===== src/rtl/div_issue_ctrl_if.sv =====
// Bundle of EX request/result and divider-core AXI-stream signals used by div_issue_ctrl.
// master = controller side, slave = EX pipeline plus the two divider cores.
interface div_issue_ctrl_if #(
    parameter int XLEN = 32
);
    logic              req_valid;
    logic [3:0]        req_op;
    logic [XLEN-1:0]   req_src1;
    logic [XLEN-1:0]   req_src2;
    logic              req_ready;
    logic              cancel;
    logic              res_valid;
    logic [XLEN-1:0]   res_data;
    logic              res_ack;
    logic              busy;

    logic [XLEN-1:0]   div_a_tdata;
    logic [XLEN-1:0]   div_b_tdata;

    logic              s_dividend_tvalid;
    logic              s_divisor_tvalid;
    logic              s_dividend_tready;
    logic              s_divisor_tready;
    logic              s_dout_tvalid;
    logic [2*XLEN-1:0] s_dout_tdata;

    logic              u_dividend_tvalid;
    logic              u_divisor_tvalid;
    logic              u_dividend_tready;
    logic              u_divisor_tready;
    logic              u_dout_tvalid;
    logic [2*XLEN-1:0] u_dout_tdata;

    modport master (
        input  req_valid, req_op, req_src1, req_src2, cancel, res_ack,
        input  s_dividend_tready, s_divisor_tready, s_dout_tvalid, s_dout_tdata,
        input  u_dividend_tready, u_divisor_tready, u_dout_tvalid, u_dout_tdata,
        output req_ready, res_valid, res_data, busy, div_a_tdata, div_b_tdata,
        output s_dividend_tvalid, s_divisor_tvalid, u_dividend_tvalid, u_divisor_tvalid
    );

    modport slave (
        output req_valid, req_op, req_src1, req_src2, cancel, res_ack,
        output s_dividend_tready, s_divisor_tready, s_dout_tvalid, s_dout_tdata,
        output u_dividend_tready, u_divisor_tready, u_dout_tvalid, u_dout_tdata,
        input  req_ready, res_valid, res_data, busy, div_a_tdata, div_b_tdata,
        input  s_dividend_tvalid, s_divisor_tvalid, u_dividend_tvalid, u_divisor_tvalid
    );
endinterface


===== src/rtl/div_issue_ctrl.sv =====
// Issues one div/mod at a time to the signed/unsigned divider cores and holds the result for EX.
// IDLE: ready for a request | ISSUE: AXI operand handshakes | WAIT: await core result | DONE: result held | DRAIN: discard cancelled result
module div_issue_ctrl #(
    parameter int XLEN = 32
) (
    input  logic              clk,
    input  logic              resetn,
    div_issue_ctrl_if.master  bus
);
    localparam logic [2:0] S_IDLE  = 3'd0;
    localparam logic [2:0] S_ISSUE = 3'd1;
    localparam logic [2:0] S_WAIT  = 3'd2;
    localparam logic [2:0] S_DONE  = 3'd3;
    localparam logic [2:0] S_DRAIN = 3'd4;

    logic [2:0]      r_state;
    logic            r_signed;
    logic            r_quot;
    logic            r_cancel;
    logic            r_s_a_vld;
    logic            r_s_b_vld;
    logic            r_u_a_vld;
    logic            r_u_b_vld;
    logic [XLEN-1:0] r_div_a;
    logic [XLEN-1:0] r_div_b;
    logic [XLEN-1:0] r_res_data;
    logic            r_res_valid;

    logic            w_accept;
    logic            w_req_signed;
    logic            w_a_fire;
    logic            w_b_fire;
    logic            w_a_pend_nxt;
    logic            w_b_pend_nxt;
    logic            w_dout_vld;
    logic [2*XLEN-1:0] w_dout_data;
    logic [XLEN-1:0] w_dout_sel;

    assign w_accept     = (r_state == S_IDLE) & bus.req_valid & ~bus.cancel & $onehot(bus.req_op);
    assign w_req_signed = bus.req_op[3] | bus.req_op[2];

    assign w_a_fire     = (r_s_a_vld & bus.s_dividend_tready) | (r_u_a_vld & bus.u_dividend_tready);
    assign w_b_fire     = (r_s_b_vld & bus.s_divisor_tready)  | (r_u_b_vld & bus.u_divisor_tready);
    assign w_a_pend_nxt = (r_s_a_vld | r_u_a_vld) & ~w_a_fire;
    assign w_b_pend_nxt = (r_s_b_vld | r_u_b_vld) & ~w_b_fire;

    // Only the core that was actually issued to can complete the operation.
    assign w_dout_vld   = r_signed ? bus.s_dout_tvalid : bus.u_dout_tvalid;
    assign w_dout_data  = r_signed ? bus.s_dout_tdata  : bus.u_dout_tdata;
    assign w_dout_sel   = r_quot ? w_dout_data[2*XLEN-1:XLEN] : w_dout_data[XLEN-1:0];

    always_ff @(posedge clk or negedge resetn) begin
        if (!resetn) begin
            r_state     <= S_IDLE;
            r_signed    <= 1'b0;
            r_quot      <= 1'b0;
            r_cancel    <= 1'b0;
            r_s_a_vld   <= 1'b0;
            r_s_b_vld   <= 1'b0;
            r_u_a_vld   <= 1'b0;
            r_u_b_vld   <= 1'b0;
            r_div_a     <= '0;
            r_div_b     <= '0;
            r_res_data  <= '0;
            r_res_valid <= 1'b0;
        end else begin
            case (r_state)
                S_IDLE: begin
                    if (w_accept) begin
                        r_signed  <= w_req_signed;
                        r_quot    <= bus.req_op[3] | bus.req_op[1];
                        r_cancel  <= 1'b0;
                        r_div_a   <= bus.req_src1;
                        r_div_b   <= bus.req_src2;
                        r_s_a_vld <= w_req_signed;
                        r_s_b_vld <= w_req_signed;
                        r_u_a_vld <= ~w_req_signed;
                        r_u_b_vld <= ~w_req_signed;
                        r_state   <= S_ISSUE;
                    end
                end
                S_ISSUE: begin
                    // Valids are never retracted; a cancel is remembered until both channels finish.
                    if (w_a_fire) begin
                        r_s_a_vld <= 1'b0;
                        r_u_a_vld <= 1'b0;
                    end
                    if (w_b_fire) begin
                        r_s_b_vld <= 1'b0;
                        r_u_b_vld <= 1'b0;
                    end
                    if (bus.cancel) begin
                        r_cancel <= 1'b1;
                    end
                    if (!w_a_pend_nxt && !w_b_pend_nxt) begin
                        r_state <= (r_cancel | bus.cancel) ? S_DRAIN : S_WAIT;
                    end
                end
                S_WAIT: begin
                    if (bus.cancel) begin
                        r_state <= w_dout_vld ? S_IDLE : S_DRAIN;
                    end else if (w_dout_vld) begin
                        r_res_data  <= w_dout_sel;
                        r_res_valid <= 1'b1;
                        r_state     <= S_DONE;
                    end
                end
                S_DONE: begin
                    if (bus.cancel || bus.res_ack) begin
                        r_res_valid <= 1'b0;
                        r_state     <= S_IDLE;
                    end
                end
                S_DRAIN: begin
                    if (w_dout_vld) begin
                        r_state <= S_IDLE;
                    end
                end
                default: begin
                    r_state <= S_IDLE;
                end
            endcase
        end
    end

    assign bus.req_ready         = (r_state == S_IDLE);
    assign bus.busy              = (r_state != S_IDLE);
    assign bus.res_valid         = r_res_valid;
    assign bus.res_data          = r_res_data;
    assign bus.div_a_tdata       = r_div_a;
    assign bus.div_b_tdata       = r_div_b;
    assign bus.s_dividend_tvalid = r_s_a_vld;
    assign bus.s_divisor_tvalid  = r_s_b_vld;
    assign bus.u_dividend_tvalid = r_u_a_vld;
    assign bus.u_divisor_tvalid  = r_u_b_vld;
endmodule

===== src/flat_wrapper.sv =====
// flat-port wrapper written by rule: the top's interface ports become plain ports
module div_issue_ctrl_flat 
#(
    parameter int XLEN = 32
)
  (clk, resetn, bus_req_valid, bus_req_op, bus_req_src1, bus_req_src2, bus_cancel, bus_res_ack, bus_s_dividend_tready, bus_s_divisor_tready, bus_s_dout_tvalid, bus_s_dout_tdata, bus_u_dividend_tready, bus_u_divisor_tready, bus_u_dout_tvalid, bus_u_dout_tdata, bus_req_ready, bus_res_valid, bus_res_data, bus_busy, bus_div_a_tdata, bus_div_b_tdata, bus_s_dividend_tvalid, bus_s_divisor_tvalid, bus_u_dividend_tvalid, bus_u_divisor_tvalid);
  div_issue_ctrl_if #(.XLEN(XLEN)) bus_i ();
  input  logic clk;
  input  logic resetn;
  input wire logic [$bits(bus_i.req_valid)-1:0] bus_req_valid;
  input wire logic [$bits(bus_i.req_op)-1:0] bus_req_op;
  input wire logic [$bits(bus_i.req_src1)-1:0] bus_req_src1;
  input wire logic [$bits(bus_i.req_src2)-1:0] bus_req_src2;
  input wire logic [$bits(bus_i.cancel)-1:0] bus_cancel;
  input wire logic [$bits(bus_i.res_ack)-1:0] bus_res_ack;
  input wire logic [$bits(bus_i.s_dividend_tready)-1:0] bus_s_dividend_tready;
  input wire logic [$bits(bus_i.s_divisor_tready)-1:0] bus_s_divisor_tready;
  input wire logic [$bits(bus_i.s_dout_tvalid)-1:0] bus_s_dout_tvalid;
  input wire logic [$bits(bus_i.s_dout_tdata)-1:0] bus_s_dout_tdata;
  input wire logic [$bits(bus_i.u_dividend_tready)-1:0] bus_u_dividend_tready;
  input wire logic [$bits(bus_i.u_divisor_tready)-1:0] bus_u_divisor_tready;
  input wire logic [$bits(bus_i.u_dout_tvalid)-1:0] bus_u_dout_tvalid;
  input wire logic [$bits(bus_i.u_dout_tdata)-1:0] bus_u_dout_tdata;
  output wire logic [$bits(bus_i.req_ready)-1:0] bus_req_ready;
  output wire logic [$bits(bus_i.res_valid)-1:0] bus_res_valid;
  output wire logic [$bits(bus_i.res_data)-1:0] bus_res_data;
  output wire logic [$bits(bus_i.busy)-1:0] bus_busy;
  output wire logic [$bits(bus_i.div_a_tdata)-1:0] bus_div_a_tdata;
  output wire logic [$bits(bus_i.div_b_tdata)-1:0] bus_div_b_tdata;
  output wire logic [$bits(bus_i.s_dividend_tvalid)-1:0] bus_s_dividend_tvalid;
  output wire logic [$bits(bus_i.s_divisor_tvalid)-1:0] bus_s_divisor_tvalid;
  output wire logic [$bits(bus_i.u_dividend_tvalid)-1:0] bus_u_dividend_tvalid;
  output wire logic [$bits(bus_i.u_divisor_tvalid)-1:0] bus_u_divisor_tvalid;
  assign bus_i.req_valid = bus_req_valid;
  assign bus_i.req_op = bus_req_op;
  assign bus_i.req_src1 = bus_req_src1;
  assign bus_i.req_src2 = bus_req_src2;
  assign bus_i.cancel = bus_cancel;
  assign bus_i.res_ack = bus_res_ack;
  assign bus_i.s_dividend_tready = bus_s_dividend_tready;
  assign bus_i.s_divisor_tready = bus_s_divisor_tready;
  assign bus_i.s_dout_tvalid = bus_s_dout_tvalid;
  assign bus_i.s_dout_tdata = bus_s_dout_tdata;
  assign bus_i.u_dividend_tready = bus_u_dividend_tready;
  assign bus_i.u_divisor_tready = bus_u_divisor_tready;
  assign bus_i.u_dout_tvalid = bus_u_dout_tvalid;
  assign bus_i.u_dout_tdata = bus_u_dout_tdata;
  assign bus_req_ready = bus_i.req_ready;
  assign bus_res_valid = bus_i.res_valid;
  assign bus_res_data = bus_i.res_data;
  assign bus_busy = bus_i.busy;
  assign bus_div_a_tdata = bus_i.div_a_tdata;
  assign bus_div_b_tdata = bus_i.div_b_tdata;
  assign bus_s_dividend_tvalid = bus_i.s_dividend_tvalid;
  assign bus_s_divisor_tvalid = bus_i.s_divisor_tvalid;
  assign bus_u_dividend_tvalid = bus_i.u_dividend_tvalid;
  assign bus_u_divisor_tvalid = bus_i.u_divisor_tvalid;
  div_issue_ctrl #(.XLEN(XLEN)) u_core (.clk(clk), .resetn(resetn), .bus(bus_i));
endmodule

===== config.mk =====
export PLATFORM = sky130hd
export DESIGN_NAME = div_issue_ctrl_flat
export DESIGN_NICKNAME = d
export VERILOG_FILES = /design/src/rtl/div_issue_ctrl_if.sv /design/src/rtl/div_issue_ctrl.sv /design/src/flat_wrapper.sv
export SDC_FILE = /design/constraint.sdc
export NUM_CORES = 1
export LEC_CHECK = 0
export BUFFER_PORTS_ARGS = -buffer_cell sky130_fd_sc_hd__buf_2
export CORE_AREA = 2 2 119 121
export CTS_BUF_LIST = sky130_fd_sc_hd__clkbuf_4 sky130_fd_sc_hd__clkbuf_8
export DETAILED_ROUTE_END_ITERATION = 12
export DIE_AREA = 0 0 121 123
export HOLD_SLACK_MARGIN = 0.15
export PLACE_DENSITY_LB_ADDON = 0.08
export SYNTH_ARGS = -nofsm -noshare
export SYNTH_HDL_FRONTEND = slang
export SYNTH_SLANG_ARGS = --single-unit

===== constraint.sdc =====
create_clock -name clk -period 1.9 [get_ports clk]
set_input_delay 0.095 -clock clk [delete_from_list [all_inputs] [get_ports clk]]
set_output_delay 0.095 -clock clk [all_outputs]
set_load 0.02 [all_outputs]

==> results.json <==
{
  "pwr-share-clk_pct": 13.9,
  "h-tree-depth": 3,
  "p_per_area_nw_per_um2": 1140,
  "maxCapViolCount": 0,
  "critPathMaxFanout": 13,
  "antenna_found_initial": 0,
  "grtUsageMet3_pct": 4.24,
  "syn_inst": 330,
  "antenna_cells": 0,
  "dpl_worst_slack_ns": -0.559,
  "syn2layout_area_growth_pct": 68.6,
  "ys_types": 44,
  "dieArea_um2": 14900,
  "grt_start_max_net_pins": 55,
  "synth-edff-count": 0,
  "regArea_um2": 2680,
  "avgRoutedWirePerCell_um": 16.6,
  "core_um2": 13600,
  "fmax_mhz": 524,
  "utilization_pct": 64.3,
  "internal_power_uw": 6270,
  "grt_usage_pct": 20.3,
  "grt_pass1_vias": 4747,
  "synthFlopType": "dfrtp_1",
  "stdcell_area_um2": 8750,
  "fp.dieW_um": 121,
  "period_minus_slack_ns": 1.91,
  "drive_gt1_share_pct": 61.9,
  "worstHoldPathType": "in2reg",
  "async_reset_ff_share_pct": 100,
  "totalWireLength_um": 15800,
  "dieHeight_um": 123,
  "cts_tree": "done",
  "clock_path_buffers": 2,
  "dpl_cell_area_um2": 7260,
  "syn_avg_cell_area_um2": 15.7,
  "num_rows": 43,
  "fin_ws_ns": -0.00823,
  "nets": 976,
  "status": "finished with violations",
  "final_antenna_net_count": 0,
  "slew_headroom_pct": 65.9,
  "place.gp.congestion": 0.805,
  "rsz0062_at_grt": "true",
  "clock_latency_ns": 0.38,
  "seqPwrFrac_pct": 35.8,
  "grt.met2_usage_pct": 37.3,
  "cts_made_buffers": 9,
  "firstDrtPassIters": 4,
  "yosysTopAreaCellShare_pct": 51.6,
  "syn_nets": 542,
  "ys_ff_latch": 107,
  "grt_busiest_layer": "met2",
  "critPathKind": "in2reg",
  "grt.overflow.total": 0,
  "clock_tree.root_cell": "clkbuf_8",
  "hold_viol": 0,
  "portBuffers": 309,
  "crit_arrival_ns": 2.16,
  "initial_core_util_pct": 38.1,
  "synth_top_area_cell": "dfrtp_1",
  "swShare_pct": 37.2,
  "synth.cell_area_um2": 5190,
  "first_iter_violations": 174,
  "yosys_warnings": 0,
  "synth-seq-area-share_pct": 51.6,
  "fin_worst_skew_ns": 0.0122,
  "period_share_pct": 100,
  "use_met1_pct": 22.9,
  "grt_pass1_wl_um": 23400,
  "setup_viol": 6,
  "endpoint_kind": "flop",
  "num_io_pins": 310,
  "ir_drop_mv": 0.591,
  "p_sw_uw": 3710,
  "clk_pin_slew_worst_paths_ns": 0.09,
  "setup_tns_ns": -0.0237,
  "violations": "negative setup slack",
  "via_per_inst": 4.80,
  "vias": 4555,
  "tightest_slew_ns": 0.512,
  "multi_input_area_um2": 2600,
  "synth.area.top_cells": "dfrtp_1 52%, mux2_1 15%, mux4_2 14%",
  "clock-sinks": 107,
  "dpl.hpwl_um": 11000,
  "cp-start-kind": "primary input",
  "power_frac_comb_pct": 50.3,
  "slew_violations": 0,
  "fillers": 1034,
  "drc": 0,
  "power_leakage_uw": 0.00446,
  "required_ns": 2.15,
  "hold_ws_ns": 0.169
}
==> final cells by class <==
| class | instances | area share (%) |
|---|---|---|
| flip-flops and latches | 107 | 30.6 |
| repair buffers | 446 | 34.5 |
| well taps | 180 | 2.57 |
| clock inverters | 5 | 0.615 |
| clock buffers | 11 | 1.59 |
| multi-input cells | 194 | 29.7 |
| inverters | 6 | 0.400 |
==> registers in the layout, indices dropped and copies added (netlist names) <==
register / flops
u_core.bus.div_b_tdata: 32
u_core.r_quot: 1
u_core.r_signed: 1
u_core.bus.res_valid: 1
u_core.bus.s_dividend_tvalid: 1
u_core.bus.u_dividend_tvalid: 1
u_core.r_cancel: 1
u_core.r_state: 3
u_core.bus.div_a_tdata: 32
u_core.bus.res_data: 32
u_core.bus.u_divisor_tvalid: 1
u_core.bus.s_divisor_tvalid: 1
==> final timing paths <==
check	cells after the start	to	slack (ns)	start
max reg2reg	6	u_core.bus.div_a_tdata[21]	0.06	u_core.r_state[1]
min reg2reg	1	u_core.bus.div_a_tdata[5]	0.49	u_core.bus.div_a_tdata[5]
max in group asynchronous	3	u_core.bus.res_data[11]	1.02	resetn
max	10	u_core.bus.div_a_tdata[21]	-0.008	bus_req_op[3]
min	3	u_core.bus.res_data[8]	0.17	bus_u_dout_tdata[40]
min in group asynchronous	2	u_core.bus.div_a_tdata[27]	0.23	resetn
==> logic make-up (layout without fill, tap and decap cells) <==
logic type                 after synthesis  after routing  synth area share (%)
buffers and inverters                   29            468                  3.01
DFF                                    107            107                  51.6
adders and majority gates                5              5                  1.35
muxes                                  129            129                  37.1
and+or+nand+nor                         31             31                  3.28
AOI/OAI and AO/OA                       29             29                  3.64
==> through the flow <==
step | total power [uW] | cells
CTS | 9730 | 944
global route | 10600 | 949
detailed placement | 8110 | 823
finish | 9980 | 949
floorplan | 6440 | 330
global placement | 8000 | 823
==> placed cells by master (no fill, tap or decap), types with 9 or more instances in the layout <==
cell	Yosys	final
buf_4	4	17
nor2_1	10	10
dfrtp_1	107	106
clkbuf_8	0	9
mux4_2	32	32
mux2_1	67	25
buf_2	8	305
mux2_4	29	71
dlygate4sd3_1	0	108
buf_12	0	10
==> routing by layer <==
metal / up-vias / share of wire, % / routed length (um)
met5: - / 0 / 0
met4: 0 / 2.2 / 348
met3: 27 / 6.2 / 983
met2: 182 / 54 / 8450
met1: 2240 / 38 / 6000
li1: 2106 / - / -
==> synth_stat cells, drive strengths merged (2+ instances only) <==
master and count:
nand2 5, o21ai 8, a21boi 2, ha 4, mux4 32, a31oi 3, inv 6, dfrtp 107
nor2 10, nor3 3, mux2 96, a21oi 5, a22o 2, buf 16, nor4 2, o22ai 2
clkbuf 7, a22oi 2
==> power by group through the flow <==
stage                     Sequential [uW]  Combinational, uW  Clock [uW]
after floorplan                      4530               1900           0
after global placement               3560               4440           0
after detailed placement             3580               4540           0
after CTS                            3540               4740        1450
after global routing                 3690               5340        1560
final                                3570               5020        1390
==> critical path, stage by stage <==
cell,delay [ns]
buf_12,0.09
inv_12,0.03
ha_4,0.23
ha_4,0.16
fa_1,0.45
nand4bb_4,0.23
nor3_4,0.21
buf_12,0.18
buf_12,0.16
mux2_1,0.33
==> what timing repair did <==
action / 4_1_cts / 5_1_grt
endpoints found under the setup margin: 97 / 88
pin swaps: 3 / 2
hold buffers: 104 / 4
buffers inserted: 1 / 0
endpoints found under the hold margin: 184 / 2
gates resized for setup: 9 / 41
gates cloned: 0 / 1
Note: power is estimated with default switching activity, not from simulation.
